## src/rtl/pending_encoder8_3_pkg.sv

```systemverilog
// Shared constants, state encoding and helpers for the pending 8-to-3 request encoder.
// Imported by the interface, the priority encoder and the top level.
package pending_encoder8_3_pkg;

   // Elaboration-time ceil(log2(v)); returns 0 for v <= 1.
   function automatic int clog2_f(input int v);
      int r;
      r = 0;
      while ((1 << r) < v) r++;
      return r;
   endfunction

   localparam int N = 8;
   localparam int W = clog2_f(N);

   typedef enum logic {
      IDLE = 1'b0,
      HOLD = 1'b1
   } state_t;

endpackage

```

## src/rtl/pending_encoder8_3_if.sv

```systemverilog
// Request/handshake bundle of the pending encoder.
// master drives en/req/ready and observes the rest; slave is the encoder side.
interface pending_encoder8_3_if;
   import pending_encoder8_3_pkg::*;

   // valid/ready: a code transfers on every rising edge where valid and ready are
   // both 1; while valid=1 and ready=0 the code stays stable; valid never waits on ready.
   logic         en;
   logic [N-1:0] req;
   logic         ready;
   logic         valid;
   logic [W-1:0] code;
   logic [N-1:0] pending;
   logic         ovf;

   modport master (output en, req, ready, input valid, code, pending, ovf);
   modport slave  (input en, req, ready, output valid, code, pending, ovf);
endinterface

```

## src/rtl/pending_encoder8_3_prio_enc8_3.sv

```systemverilog
// Combinational highest-index-wins priority encoder; outputs 0 for all-zero input.
// Reusable wherever a one-of-N index of the top set bit is needed.
module prio_enc8_3
   import pending_encoder8_3_pkg::*;
(
   input  logic [N-1:0] in,
   output logic [W-1:0] out,
   output logic         any_o
);

   always_comb begin
      out   = '0;
      any_o = |in;
      // Ascending scan: the last set bit seen is the highest index.
      for (int i = 0; i < N; i++) begin
         if (in[i]) out = W'(i);
      end
   end

endmodule

```

## src/rtl/pending_encoder8_3.sv

```systemverilog
// Sticky request capture plus one-code-per-handshake index output.
// Holds the pending register, the IDLE/HOLD FSM, registered outputs and ovf.
module pending_encoder8_3
   import pending_encoder8_3_pkg::*;
(
   input  logic                 clk,
   input  logic                 rst_n,
   pending_encoder8_3_if.slave  bus,
   output state_t               state
);

   logic [N-1:0] pending_q;
   logic [W-1:0] code_q;
   logic         valid_q;
   logic         ovf_q;
   logic [W-1:0] enc_code;
   logic         enc_any;
   logic         load;
   logic [N-1:0] clear_mask;

   prio_enc8_3 u_prio (
      .in    (pending_q),
      .out   (enc_code),
      .any_o (enc_any)
   );

   // The encoder sees only registered pending, so same-cycle req never feeds code.
   always_comb begin
      load       = bus.en && enc_any && ((state == IDLE) || bus.ready);
      clear_mask = '0;
      if (load) clear_mask = {{(N-1){1'b0}}, 1'b1} << enc_code;
   end

   always_ff @(posedge clk) begin
      if (!rst_n) begin
         state     <= IDLE;
         pending_q <= '0;
         code_q    <= '0;
         valid_q   <= 1'b0;
         ovf_q     <= 1'b0;
      end else begin
         ovf_q <= bus.en && |(bus.req & pending_q & ~clear_mask);
         // Set wins over clear: a req on the line being loaded re-arms it.
         if (bus.en) pending_q <= (pending_q & ~clear_mask) | bus.req;
         case (state)
            IDLE: begin
               if (load) begin
                  code_q  <= enc_code;
                  valid_q <= 1'b1;
                  state   <= HOLD;
               end
            end
            HOLD: begin
               if (bus.ready) begin
                  if (load) begin
                     code_q <= enc_code;
                  end else begin
                     valid_q <= 1'b0;
                     state   <= IDLE;
                  end
               end
            end
            default: begin
               valid_q <= 1'b0;
               state   <= IDLE;
            end
         endcase
      end
   end

   assign bus.valid   = valid_q;
   assign bus.code    = code_q;
   assign bus.pending = pending_q;
   assign bus.ovf     = ovf_q;

endmodule

```

## src/flat_wrapper.sv

```systemverilog
// flat-port wrapper written by rule: the top's interface ports become plain ports
module pending_encoder8_3_flat import pending_encoder8_3_pkg::*;
  (clk, rst_n, state, bus_en, bus_req, bus_ready, bus_valid, bus_code, bus_pending, bus_ovf);
  pending_encoder8_3_if bus_i ();
  input  logic clk;
  input  logic rst_n;
  output state_t state;
  input wire logic [$bits(bus_i.en)-1:0] bus_en;
  input wire logic [$bits(bus_i.req)-1:0] bus_req;
  input wire logic [$bits(bus_i.ready)-1:0] bus_ready;
  output wire logic [$bits(bus_i.valid)-1:0] bus_valid;
  output wire logic [$bits(bus_i.code)-1:0] bus_code;
  output wire logic [$bits(bus_i.pending)-1:0] bus_pending;
  output wire logic [$bits(bus_i.ovf)-1:0] bus_ovf;
  assign bus_i.en = bus_en;
  assign bus_i.req = bus_req;
  assign bus_i.ready = bus_ready;
  assign bus_valid = bus_i.valid;
  assign bus_code = bus_i.code;
  assign bus_pending = bus_i.pending;
  assign bus_ovf = bus_i.ovf;
  pending_encoder8_3 u_core (.clk(clk), .rst_n(rst_n), .bus(bus_i), .state(state));
endmodule
```

## config.mk

```make
export PLATFORM = sky130hd
export DESIGN_NAME = pending_encoder8_3_flat
export DESIGN_NICKNAME = d
export VERILOG_FILES = /design/src/rtl/pending_encoder8_3_pkg.sv /design/src/rtl/pending_encoder8_3_if.sv /design/src/rtl/pending_encoder8_3_prio_enc8_3.sv /design/src/rtl/pending_encoder8_3.sv /design/src/flat_wrapper.sv
export SDC_FILE = /design/constraint.sdc
export NUM_CORES = 1
export LEC_CHECK = 0
export ABC_AREA = 1
export CORE_MARGIN = 3
export CORE_UTILIZATION = 49
export DETAILED_ROUTE_END_ITERATION = 8
export PLACE_DENSITY = 0.79
export SKIP_LAST_GASP = 1
export SLEW_MARGIN = 25
export SYNTH_ARGS = -nofsm -noshare
export SYNTH_HDL_FRONTEND = slang
export SYNTH_SLANG_ARGS = --single-unit
```

## constraint.sdc

```tcl
create_clock -name clk -period 1.9 [get_ports clk]
set_clock_uncertainty 0.05 [all_clocks]
set_input_delay 0.285 -clock clk [delete_from_list [all_inputs] [get_ports clk]]
set_output_delay 0.285 -clock clk [all_outputs]
set_load 0.05 [all_outputs]
```

==> results.sh <==
export IMPL_outcome="finished clean"
export IMPL_vias=936
export IMPL_syn_avg_cell_area_sq_um=6.69
export IMPL_start_kind="flop"
export IMPL_r2r_start="u_core.bus.pending[7]"
export IMPL_required_ns=1.56
export IMPL_fillerInstances=142
export IMPL_period_needed_ns=1.83
export IMPL_drc=0
export IMPL_ys_warn_count=0
export IMPL_dp_cells=168
export IMPL_endpoint_kind="primary output"
export IMPL_hp_class="reg2reg"
export IMPL_wl_um=2110
export IMPL_finalSetupTns_ns=0
export IMPL_hpwlAfterDp_um=1650
export IMPL_ctsResizeCount=0
export IMPL_synthesis_area_sq_um=856
export IMPL_post_cts_buffers=0
export IMPL_drtPass1Iterations=4
export IMPL_tritoncts="done"
export IMPL_final_common_cell="nand2_1"
export IMPL_ir_drop_mv=0.640
export IMPL_grt_pass1_vias=821
export IMPL_ys_types=24
export IMPL_place_port_buffers=25
export IMPL_clockBufferDepth=2
export IMPL_drive_above_1_share_pct=19.9
export IMPL_synth_top_family_by_area="simple AND/OR/NAND/NOR gates"
export IMPL_worstPathCellList="clkdlybuf4s50_1"
export IMPL_synth_xor_area_share_pct=0
export IMPL_mostFrequentLayoutCells="nand2_1, nand3_1, clkdlybuf4s50_1"
export IMPL_yosys_area_share_adder_pct=0
export IMPL_clk_latency_ns=0.29
export IMPL_coreArea_sq_um=1580
export IMPL_cts_root_buf="clkbuf_4"
export IMPL_synth_nets=140
export IMPL_htree_levels=1
export IMPL_path_max_fanout=4
export IMPL_synthCells=128
export IMPL_setup_ws_ns=0.0671
export IMPL_ys_top_cells_by_area="dfxtp_1, nand3_1, nand2_1"
export IMPL_slowest_delay_ns=0.82
export IMPL_ys_flop_type="dfxtp_1"
export IMPL_grt_setup_unrepaired="no"
export IMPL_yosysSeqAreaShare_pct=32.7
export IMPL_preCtsSetupSlack_ns=0.0499
export IMPL_finalCritPeriodShare_pct=96.5
export IMPL_crit_family="buffers and inverters"
export IMPL_synth_top_cell_area_share_pct=32.7
export IMPL_path_class="reg2out"
export IMPL_drtIter0Drc=32
export IMPL_synth_seq_cells=14
export IMPL_cts_hold_buffers=0
export IMPL_dieHeight_um=47.8
export IMPL_cp_slowest_cell="clkdlybuf4s50_1"
export IMPL_path_clk_slew_ns=0.08
export IMPL_synth_compound_area_share_pct=11.4
export IMPL_clock_sinks=14
export IMPL_synth_edf_count=0
export IMPL_gp_congestion=0.869
export IMPL_p_leak_nw=0.591
export IMPL_cts_buffers=3
export IMPL_synth_simple_area_share_pct=44.0
export IMPL_avgViaCountPerCell=5.44
export IMPL_r2r_end="u_core.bus.ovf"
export IMPL_rows=14
export IMPL_grt_overflow=0
export IMPL_fp_dieW_um=47.8
export IMPL_timing_slew_headroom_pct=65.9
export IMPL_cp_buffers_inverters=1
export IMPL_wl_per_cell_um=12.3
export IMPL_grt_max_degree=13
export IMPL_min_to="u_core.bus.code[2]"
export IMPL_cap_violations=0
export IMPL_nNetsFinal=169
export IMPL_area_growth_pct=34.5
export IMPL_synthMuxAreaShare_pct=0
export IMPL_grt_first_pass_wirelength_um=3440
export IMPL_track_usage_pct=21.8
export IMPL_hp_start="u_core.bus.code[2]"
export IMPL_fmax_mhz=546
export IMPL_yosysTopAreaCell="dfxtp_1"
export IMPL_tightest_slew_ns=0.510
export IMPL_ff2ff_path_depth=11
export IMPL_fin_util_pct=73.0
export IMPL_slew_violations=0
export IMPL_io_pins=26
export IMPL_antenna_found_initial=0
export IMPL_start_util_pct=54.3
export IMPL_worstPathArrival_ns=1.50
export IMPL_timing_reg2reg_setup_slack_ns=0.44
export IMPL_power_density_nw_per_um2=808
export IMPL_ys_async_sr_fraction_pct=0
export IMPL_stdcell_count=172
export IMPL_setup_viol=0
export IMPL_antennaDiodeCount=0
export IMPL_dieArea_sq_um=2280
export IMPL_finalHoldViolCount=0
export IMPL_ant_nets=0
export IMPL_min_delay_path_depth=2
[kinds of logic after synthesis]
group / after synthesis
simple gates: 73
buf+inv: 25
compound gates: 16
flops: 14
[power breakdown]
group | internal [mW] | leakage, nW | switching [mW]
Combinational | 0.124 | 0.454 | 0.231
Clock | 0.117 | 0.0210 | 0.105
Sequential | 0.321 | 0.116 | 0.0318
Total | 0.562 | 0.591 | 0.367
[state kept, by name (all words and copies together) (netlist names)]
register            cells
u_core.bus.pending      8
u_core.bus.code         3
u_core.bus.ovf          1
u_core.bus.valid        1
u_core.state            1
[worst max-delay path by stage]
stage | from | endpoint | slack, ns | cells after the start
global placement | bus_ready | u_core.bus.ovf | 0.14 | 10
detailed placement | bus_ready | u_core.bus.ovf | 0.05 | 12
finish | u_core.state | state | 0.07 | 1
CTS | u_core.bus.pending[3] | bus_pending[3] | 0.04 | 1
floorplan | u_core.state | u_core.bus.ovf | 0.27 | 8
global route | u_core.state | state | 0.007 | 1
[cells in the mapped netlist, types with 3 or more instances]
cell / number
nand2_2: 3
a21oi_1: 5
nand3_1: 24
nand2_1: 28
inv_1: 16
nor2_1: 9
inv_2: 3
dfxtp_1: 14
o21ai_0: 5
[per-stage QoR]
stage / cell area (sq um) / total power [mW] / hold WS, ns
after floorplan: 856 / 0.605 / 0.373
after global placement: 1110 / 0.711 / 0.431
after detailed placement: 1110 / 0.714 / 0.436
after CTS: 1150 / 0.936 / 0.448
after global routing: 1150 / 0.988 / 0.489
final: 1150 / 0.930 / 0.447
[per-layer routing]
layer	global-route usage [%]	share of wire, %	up-vias
met5	0	0	-
met4	11.8	2.1	0
met3	4.89	4.6	6
met2	33.8	46	25
met1	27.9	47	432
li1	-	-	473
[cell type report]
type                       count  area [sq um]  share of cell area [%]
clock buffer                   4          36.3                    3.15
tap                           16          20.0                    1.74
timing repair buffer          28           258                    22.4
multi-input combinational     89           474                    41.2
sequential                    14           280                    24.3
inverter                      21          82.6                    7.17
Power figures use the tool's default switching activity.
